<file path="src/rtl/traffic_pkg.sv">
// traffic_pkg: light codes, intersection state encoding and per-head light decode
package traffic_pkg;
  localparam logic [1:0] GREEN = 2'b00, FLASH_GREEN = 2'b01, YELLOW = 2'b11, RED = 2'b10;
  typedef enum logic [2:0] {
    NS_GREEN, NS_FLASH, NS_YELLOW, AR_TO_EW, EW_GREEN, EW_FLASH, EW_YELLOW, AR_TO_NS
  } state_e;
  function automatic logic [1:0] head_light(state_e s, state_e g);
    return s == g ? GREEN : s == state_e'(g + 3'd1) ? FLASH_GREEN : s == state_e'(g + 3'd2) ? YELLOW : RED;
  endfunction
endpackage

</file>
<file path="src/rtl/intersection_scheduler_phase_timer.sv">
// phase_timer: CW-bit down-counter (clk, rst, load, load_val in; done=count==0 out), holds at 0
module phase_timer #(
  parameter int CW = 6,
  parameter logic [CW-1:0] INIT = '0
) (
  input  logic          clk,
  input  logic          rst,
  input  logic          load,
  input  logic [CW-1:0] load_val,
  output logic          done
);
  logic [CW-1:0] count_q, count_d;
  always_comb begin
    done    = count_q == '0;
    count_d = load ? load_val : done ? count_q : count_q - 1'b1;
  end
  always_ff @(posedge clk or posedge rst)
    if (rst) count_q <= INIT;
    else count_q <= count_d;
endmodule

</file>
<file path="src/rtl/intersection_scheduler.sv">
// intersection_scheduler: NS/EW light sequencer (car/ped inputs; registered lights, walk and pending-request outputs)
module intersection_scheduler
  import traffic_pkg::*;
#(
  parameter int MIN_GREEN  = 8,
  parameter int MAX_GREEN  = 32,
  parameter int FLASH_CYC  = 3,
  parameter int YELLOW_CYC = 2,
  parameter int ALLRED_CYC = 1,
  parameter int CW         = 6
) (
  input  logic       clk,
  input  logic       rstb,
  input  logic       car_ns,
  input  logic       car_ew,
  input  logic       ped_req_ns,
  input  logic       ped_req_ew,
  output logic [1:0] ns_light,
  output logic [1:0] ew_light,
  output logic       walk_ns,
  output logic       walk_ew,
  output logic       pend_ns,
  output logic       pend_ew
);
  localparam logic [CW-1:0] MIN_LD = CW'(MIN_GREEN - 1);
  localparam logic [CW-1:0] MAX_LD = CW'(MAX_GREEN - 1);
  localparam logic [CW-1:0] FLS_LD = CW'(FLASH_CYC - 1);
  localparam logic [CW-1:0] YEL_LD = CW'(YELLOW_CYC - 1);
  localparam logic [CW-1:0] AR_LD  = CW'(ALLRED_CYC - 1);
  state_e state_q, state_d;
  logic [CW-1:0] elapsed_q, elapsed_d, ld_val;
  logic pend_ns_q, pend_ns_d, pend_ew_q, pend_ew_d;
  logic [1:0] ns_light_q, ew_light_q;
  logic walk_ns_q, walk_ew_q;
  logic done, max_hit, leave;
  phase_timer #(.CW(CW), .INIT(MIN_LD)) u_timer (
    .clk(clk), .rst(rstb), .load(leave), .load_val(ld_val), .done(done)
  );
  // elapsed_q counts completed green cycles, so MAX_LD means this is the MAX_GREEN-th cycle
  always_comb begin
    max_hit   = elapsed_q == MAX_LD;
    leave     = state_q == NS_GREEN ? done && (car_ew || pend_ew_q) && (!car_ns || max_hit) :
                state_q == EW_GREEN ? done && (car_ns || pend_ns_q) && (!car_ew || max_hit) : done;
    state_d   = leave ? state_e'(state_q + 3'd1) : state_q;
    ld_val    = (state_d == NS_GREEN  || state_d == EW_GREEN)  ? MIN_LD :
                (state_d == NS_FLASH  || state_d == EW_FLASH)  ? FLS_LD :
                (state_d == NS_YELLOW || state_d == EW_YELLOW) ? YEL_LD : AR_LD;
    elapsed_d = leave ? '0 : max_hit ? elapsed_q : elapsed_q + 1'b1;
    pend_ns_d = (state_d == NS_GREEN && state_q != NS_GREEN) ? 1'b0 : pend_ns_q | ped_req_ns;
    pend_ew_d = (state_d == EW_GREEN && state_q != EW_GREEN) ? 1'b0 : pend_ew_q | ped_req_ew;
  end
  always_ff @(posedge clk or posedge rstb)
    if (rstb) state_q <= NS_GREEN;
    else state_q <= state_d;
  // outputs are decoded from the next state so they line up with state_q
  always_ff @(posedge clk or posedge rstb)
    if (rstb) begin
      elapsed_q  <= '0;
      pend_ns_q  <= 1'b0;
      pend_ew_q  <= 1'b0;
      ns_light_q <= GREEN;
      ew_light_q <= RED;
      walk_ns_q  <= 1'b1;
      walk_ew_q  <= 1'b0;
    end else begin
      elapsed_q  <= elapsed_d;
      pend_ns_q  <= pend_ns_d;
      pend_ew_q  <= pend_ew_d;
      ns_light_q <= head_light(state_d, NS_GREEN);
      ew_light_q <= head_light(state_d, EW_GREEN);
      walk_ns_q  <= state_d == NS_GREEN;
      walk_ew_q  <= state_d == EW_GREEN;
    end
  assign ns_light = ns_light_q;
  assign ew_light = ew_light_q;
  assign walk_ns  = walk_ns_q;
  assign walk_ew  = walk_ew_q;
  assign pend_ns  = pend_ns_q;
  assign pend_ew  = pend_ew_q;
endmodule

</file>
<file path="config.mk">
export PLATFORM = sky130hd
export DESIGN_NAME = intersection_scheduler
export DESIGN_NICKNAME = d
export VERILOG_FILES = /design/src/rtl/traffic_pkg.sv /design/src/rtl/intersection_scheduler_phase_timer.sv /design/src/rtl/intersection_scheduler.sv
export SDC_FILE = /design/constraint.sdc
export NUM_CORES = 1
export LEC_CHECK = 0
export BUFFER_PORTS_ARGS = -buffer_cell sky130_fd_sc_hd__buf_2
export CORE_MARGIN = 4
export CORE_UTILIZATION = 57
export CTS_CLUSTER_SIZE = 25
export DETAILED_ROUTE_END_ITERATION = 8
export MAX_ROUTING_LAYER = met4
export PLACE_DENSITY = 0.78
export SKIP_LAST_GASP = 1
export SLEW_MARGIN = 0
export SYNTH_ARGS = -nofsm -noshare
export SYNTH_HDL_FRONTEND = slang
export SYNTH_SLANG_ARGS = --single-unit
export TNS_END_PERCENT = 5
</file>
<file path="constraint.sdc">
create_clock -name clk -period 2.03 [get_ports clk]
set_input_delay 0.406 -clock clk [delete_from_list [all_inputs] [get_ports clk]]
set_output_delay 0.406 -clock clk [all_outputs]
set_load 0.05 [all_outputs]
</file>
* After elaboration in Yosys (flattened, before gate mapping)
Index checks and enable logic that the tools add are counted.
** Cells by class
- Equality and inequality tests :: 10
- Muxes and demuxes :: 18
- Reductions and logical operators :: 19
- Bitwise gates (word level) :: 2
- $add $sub $neg :: 3
** Operators by type and width (number)
- $mux W6 :: 4
- $eq A3 B3 Y1 const B :: 4
- $mux W2 :: 5
- $logic_or A1 B1 Y1 :: 7
- $mux W1 :: 7
- $add A6 B1 Y6 const B :: 1
- $eq A6 B5 Y1 const B :: 1
- $logic_and A1 B1 Y1 :: 6
- $logic_not A3 Y1 :: 2
- $logic_not A6 Y1 :: 1
- $mux W3 :: 2
- $sub A6 B1 Y6 const B :: 1
- $ne A2 B1 Y1 const B :: 2
- $add A3 B1 Y3 const B :: 1
- $eq A3 B1 Y1 const B :: 1
- $eq A3 B2 Y1 const B :: 1
- $ne A3 B3 Y1 const B :: 1
- $reduce_bool A3 Y1 :: 1
- $logic_not A1 Y1 :: 2
- $or A1 B1 Y1 :: 2
** Word-level totals
- Flip-flop bits (word level) :: 23
- Logic and storage cells :: 61

* Depth between registers and ports, before layout
- Depth after elaboration :: 12
- Depth in mapped cells :: 7

* By module
Synthesis repeated with hierarchy kept, for this count alone.
** Second synthesis, totals
- Cell total of the unflattened synthesis :: 125
- Area total of the unflattened synthesis :: 1248.7 µm²
** By module, submodules not included
- intersection_scheduler :: seq. area each 427.9 µm², cells an instance 84, area each 879.6 µm², times used 1
- phase_timer :: seq. area each 153.9 µm², cells an instance 41, area each 369.1 µm², times used 1

* Worst setup path before layout
OpenSTA, ideal clock, no wires.
- Path kind :: register to register
- From :: register pend_ew_q (netlist: pend_ew)
- To :: register state_q[1]
- Setup time :: 125 ps
- Buffers on the path :: 1
- Arrival :: 1904 ps
- Slack :: 1 ps
- Stages on the path, launching flop included :: 6
- Data required time :: 1905 ps
- Cells stage by stage :: dfrtp_1 > nor2_1 > a2111o_1 > buf_6 > a21oi_4 > mux2_4
** On the way
- Word-level cells in the longest chain between the ends :: 5
** Ends and longest elaborated chain
- start, declared :: RTL line intersection_scheduler.sv:32 : logic pend_ns_q, pend_ns_d, pend_ew_q, pend_ew_d;
- start signal, assigned :: RTL line intersection_scheduler.sv:68 : pend_ew_q <= pend_ew_d;
- $logic_or A1 B1 Y1 :: RTL line intersection_scheduler.sv:42 : leave = state_q == NS_GREEN ? done && (car_ew || pend_ew_q) && (!car_ns || max_hit) :
- $logic_and A1 B1 Y1 (2 in a row) :: RTL line intersection_scheduler.sv:42
- $mux W1 :: RTL line intersection_scheduler.sv:42
- $mux W3 :: RTL line intersection_scheduler.sv:44 : state_d = leave ? state_e'(state_q + 3'd1) : state_q;
- via state_d[1] :: RTL line intersection_scheduler.sv:30 : state_e state_q, state_d;
- end signal, assigned :: RTL line intersection_scheduler.sv:54 : else state_q <= state_d;
- end, declared :: RTL line intersection_scheduler.sv:30
The timed path passes the listed nets, and every way through them passes these cells.
A chain may end at the register's enable or synchronous reset.

* Final worst setup path
- From :: register u_timer.count_q[0]
- To :: register state_q[1]
** On the way
- Word-level cells in the longest chain between the ends :: 6
** Ends and longest elaborated chain
- start, declared :: RTL line intersection_scheduler_phase_timer.sv:12 : logic [CW-1:0] count_q, count_d;
- start signal, assigned :: RTL line intersection_scheduler_phase_timer.sv:19 : else count_q <= count_d;
- $logic_not A6 Y1 * :: RTL line intersection_scheduler_phase_timer.sv:14 : done = count_q == '0;
- $logic_and A1 B1 Y1 (2 in a row) :: RTL line intersection_scheduler.sv:43 : state_q == EW_GREEN ? done && (car_ns || pend_ns_q) && (!car_ew || max_hit) : done;
- $mux W1 :: RTL line intersection_scheduler.sv:43
- $mux W1 * :: RTL line intersection_scheduler.sv:42
- $mux W3 * :: RTL line intersection_scheduler.sv:44
- via state_d[1] :: RTL line intersection_scheduler.sv:30
The timed path passes the listed nets; every way through them passes the cells marked *.

==> run summary <==
CP Buf/Inv Count = 2
Worst slew margin = 75.2%
Iter 0 DRT Violations = 40
first-pass GRT wire length = 4.53 mm
synth top area cells = dfrtp_1 (34%), dfstp_2 (9.9%), ha_1 (4.7%), nand2_1 (3.7%), nor2_1 (3.4%)
reg-to-reg startpoint = u_timer.count_q[0]
clock root cell = clkbuf_4
mapped cell area = 1320 sq um
top post-synthesis cells by count = dfrtp_1 (18), nand2_1 (13), nor2_1 (12)
Peak VDD IR = 1050 uV
worst-path fanout max = 9
Die Y-Extent = 56.2 um
Cells after DPL = 174
Slowest-stage cell, CP = dfstp_2
GR Overflow Total = 0
total power = 2550 uW
final std cells w/o fill = 181
I/O pins = 14
P_leak = 0.000635 uW
clock tree buffer depth = 2
Setup crit end kind = flop
CTS Hold Bufs = 0
met3 usage = 3.71%
RSZ-0062 raised after global routing = true
DRC violations left = 0
Pre-antenna DRT Iters = 4
CP required = 2250 ps
CTS tree = built
setup total negative slack = 0 ps
Final setup violation count = 0
status = finished clean
crit path cell chain = inv_1 -> ha_1 -> nor3b_1 -> nand2_2 -> a21oi_4 -> buf_4 -> mux2_4
Setup crit start kind = flop
FF-to-FF path depth = 7
Num CTS Buffers = 3
utilization after layout = 66.7%
Max-Cap Viols = 0
CP Class = reg2reg
simple-gate share of the synthesized area = 19.6%
Via density = 6.09
Clock Latency Late Sink = 320 ps
Synth Area in Compound Gates = 16.6%
Cell Rows = 17
I/O Buffers = 13
area grow syn2layout = 11.6%
H-tree Lvls = 1
period utilisation layout = 97.4%
clk_skew = 9.16 ps
Clock Sinks = 23
met2 usage = 30.4%
via count = 1103
final hold viol count = 0
distinct cell type count after synthesis = 42
xor and xnor area share after synthesis = 5.96%
DRT antenna net count = 0
class of the worst hold path = in2async
Post-synth EDFFs = 0
reg2reg end = state_q[1]
die area = 3160 sq um
Synth Instances = 132
main combinational cell family by area after synthesis = simple AND/OR/NAND/NOR gates
vias in the first global route = 1029
drt total wl = 2.80 mm
Critical Path Max Stage Delay = 410 ps
Final HPWL DP = 2.05 mm
mux contribution to synthesized area = 4.16%
Die X = 56.2 um
most frequent cell after synthesis = dfrtp_1
largest net degree at the start of global routing = 24
syn nets = 143
worst path arrival time = 2200 ps
asr flop ratio synth = 100%
Post-Synth Adder-Cell Area = 4.73%
Initial Util = 59.8%
Mean Syn Cell Area = 10.0 sq um
register bit total from synthesis = 23
GP Congestion = 0.903
Slew Viols, Final = 0
Worst-path clk slew = 130 ps
Synth area leader = dfrtp_1
met1 usage = 22.4%
initial antenna violation count = 0
nets = 165
Hold WS = 95.3 ps
Yosys top cell area share = 34.1%
Peak Freq = 0.506 GHz
min cycle time layout = 1980 ps
GRT busiest layer = met2
ant diodes = 0
Top FF cell, synth = dfrtp_1
WL per Instance = 15.5 um
gr usage total = 18.5%
power density over the cells = 1730 nW/um^2
reg-to-reg slack, setup = 50 ps
layout cells sized above 1 = 26.1%
Core Region = 2210 sq um
fillcell total = 192
Seq/Total Area, Yosys = 44.0%
Ys Warns = 0
crit-path leading delay family = simple AND/OR/NAND/NOR gates
worst-margin pin slew = 371 ps
## how the worst max path moves through the flow
stage	start	to	slack, ps	cells past startpoint
floorplan	pend_ew	state_q[1]	1	5
global placement	elapsed_q[0]	ew_light[0]	170	6
detailed placement	elapsed_q[1]	walk_ns	20	6
CTS	u_timer.count_q[0]	walk_ns	8	7
global route	elapsed_q[1]	ns_light[1]	-30	6
finish	u_timer.count_q[0]	state_q[1]	50	7
## logic make-up (layout without fill, tap and decap cells)
logic type,count (synthesis),count (layout)
flip-flops,23,23
adder cells (fa/ha/maj),5,5
multiplexers,5,5
AO/OA/AOI/OAI,29,29
buffers and inverters,10,31
XOR/XNOR,9,9
AND/OR/NAND/NOR,51,51
## registers in the layout, indices dropped and copies added, names as in the netlist
name,flops
elapsed_q,6
ew_light,2
ns_light,2
pend_ew,1
pend_ns,1
state_q,3
u_timer.count_q,6
walk_ew,1
walk_ns,1
## power breakdown
group	internal [uW]	switching, uW	total (uW)
sequential	709	188	897
combinational	531	908	1440
clock	73.8	142	216
## through the flow
stage | instance area, sq um | setup slack, ps
2_1_floorplan | 1320 | 1.15
3_3_place_gp | 1420 | 171
3_5_place_dp | 1420 | 21.1
4_1_cts | 1440 | 7.86
5_1_grt | 1480 | -27.5
6_report | 1480 | 52.7
## worst reg2reg max path: stages (launching register included)
cell	delay (ps)
dfstp_2	410
inv_1	110
ha_1	180
nor3b_1	320
nand2_2	210
a21oi_4	220
buf_4	150
mux2_4	290
## layer usage
metal	part of all wire, %	routed length, um	up-vias
met1	44	1240	523
met2	48	1360	51
met3	5.2	146	10
met5	0	0	-
met4	2.2	62	0
li1	-	-	519
## what timing repair did
action | CTS | global route
resized for setup | 0 | 5
pin swaps | 1 | 2
buffers inserted | 0 | 3
setup endpoints to repair | 1 | 6
## area by class of cell
cell class | count | area [sq um] | area share [%]
clock buffers | 3 | 22.5 | 1.53
inverters | 7 | 28.8 | 1.95
multi-input cells | 99 | 686 | 46.4
clock inverters | 1 | 5.00 | 0.339
well taps | 28 | 35.0 | 2.37
repair buffers | 20 | 118 | 7.97
flip-flops and latches | 23 | 582 | 39.4
## placed cells by master, fill, tap and decap left out, types with 4 or more instances in the layout
cell / synthesis / layout
dfrtp_1: 18 / 18
buf_2: 0 / 13
nor2_1: 12 / 12
nand2_1: 13 / 12
nand3_1: 7 / 7
o21ai_0: 7 / 7
buf_4: 0 / 7
inv_1: 6 / 6
xnor2_1: 5 / 5
dfstp_2: 5 / 5
xor2_1: 4 / 4
a211oi_1: 4 / 4
ha_1: 5 / 4
Power figures use the tool's default switching activity.
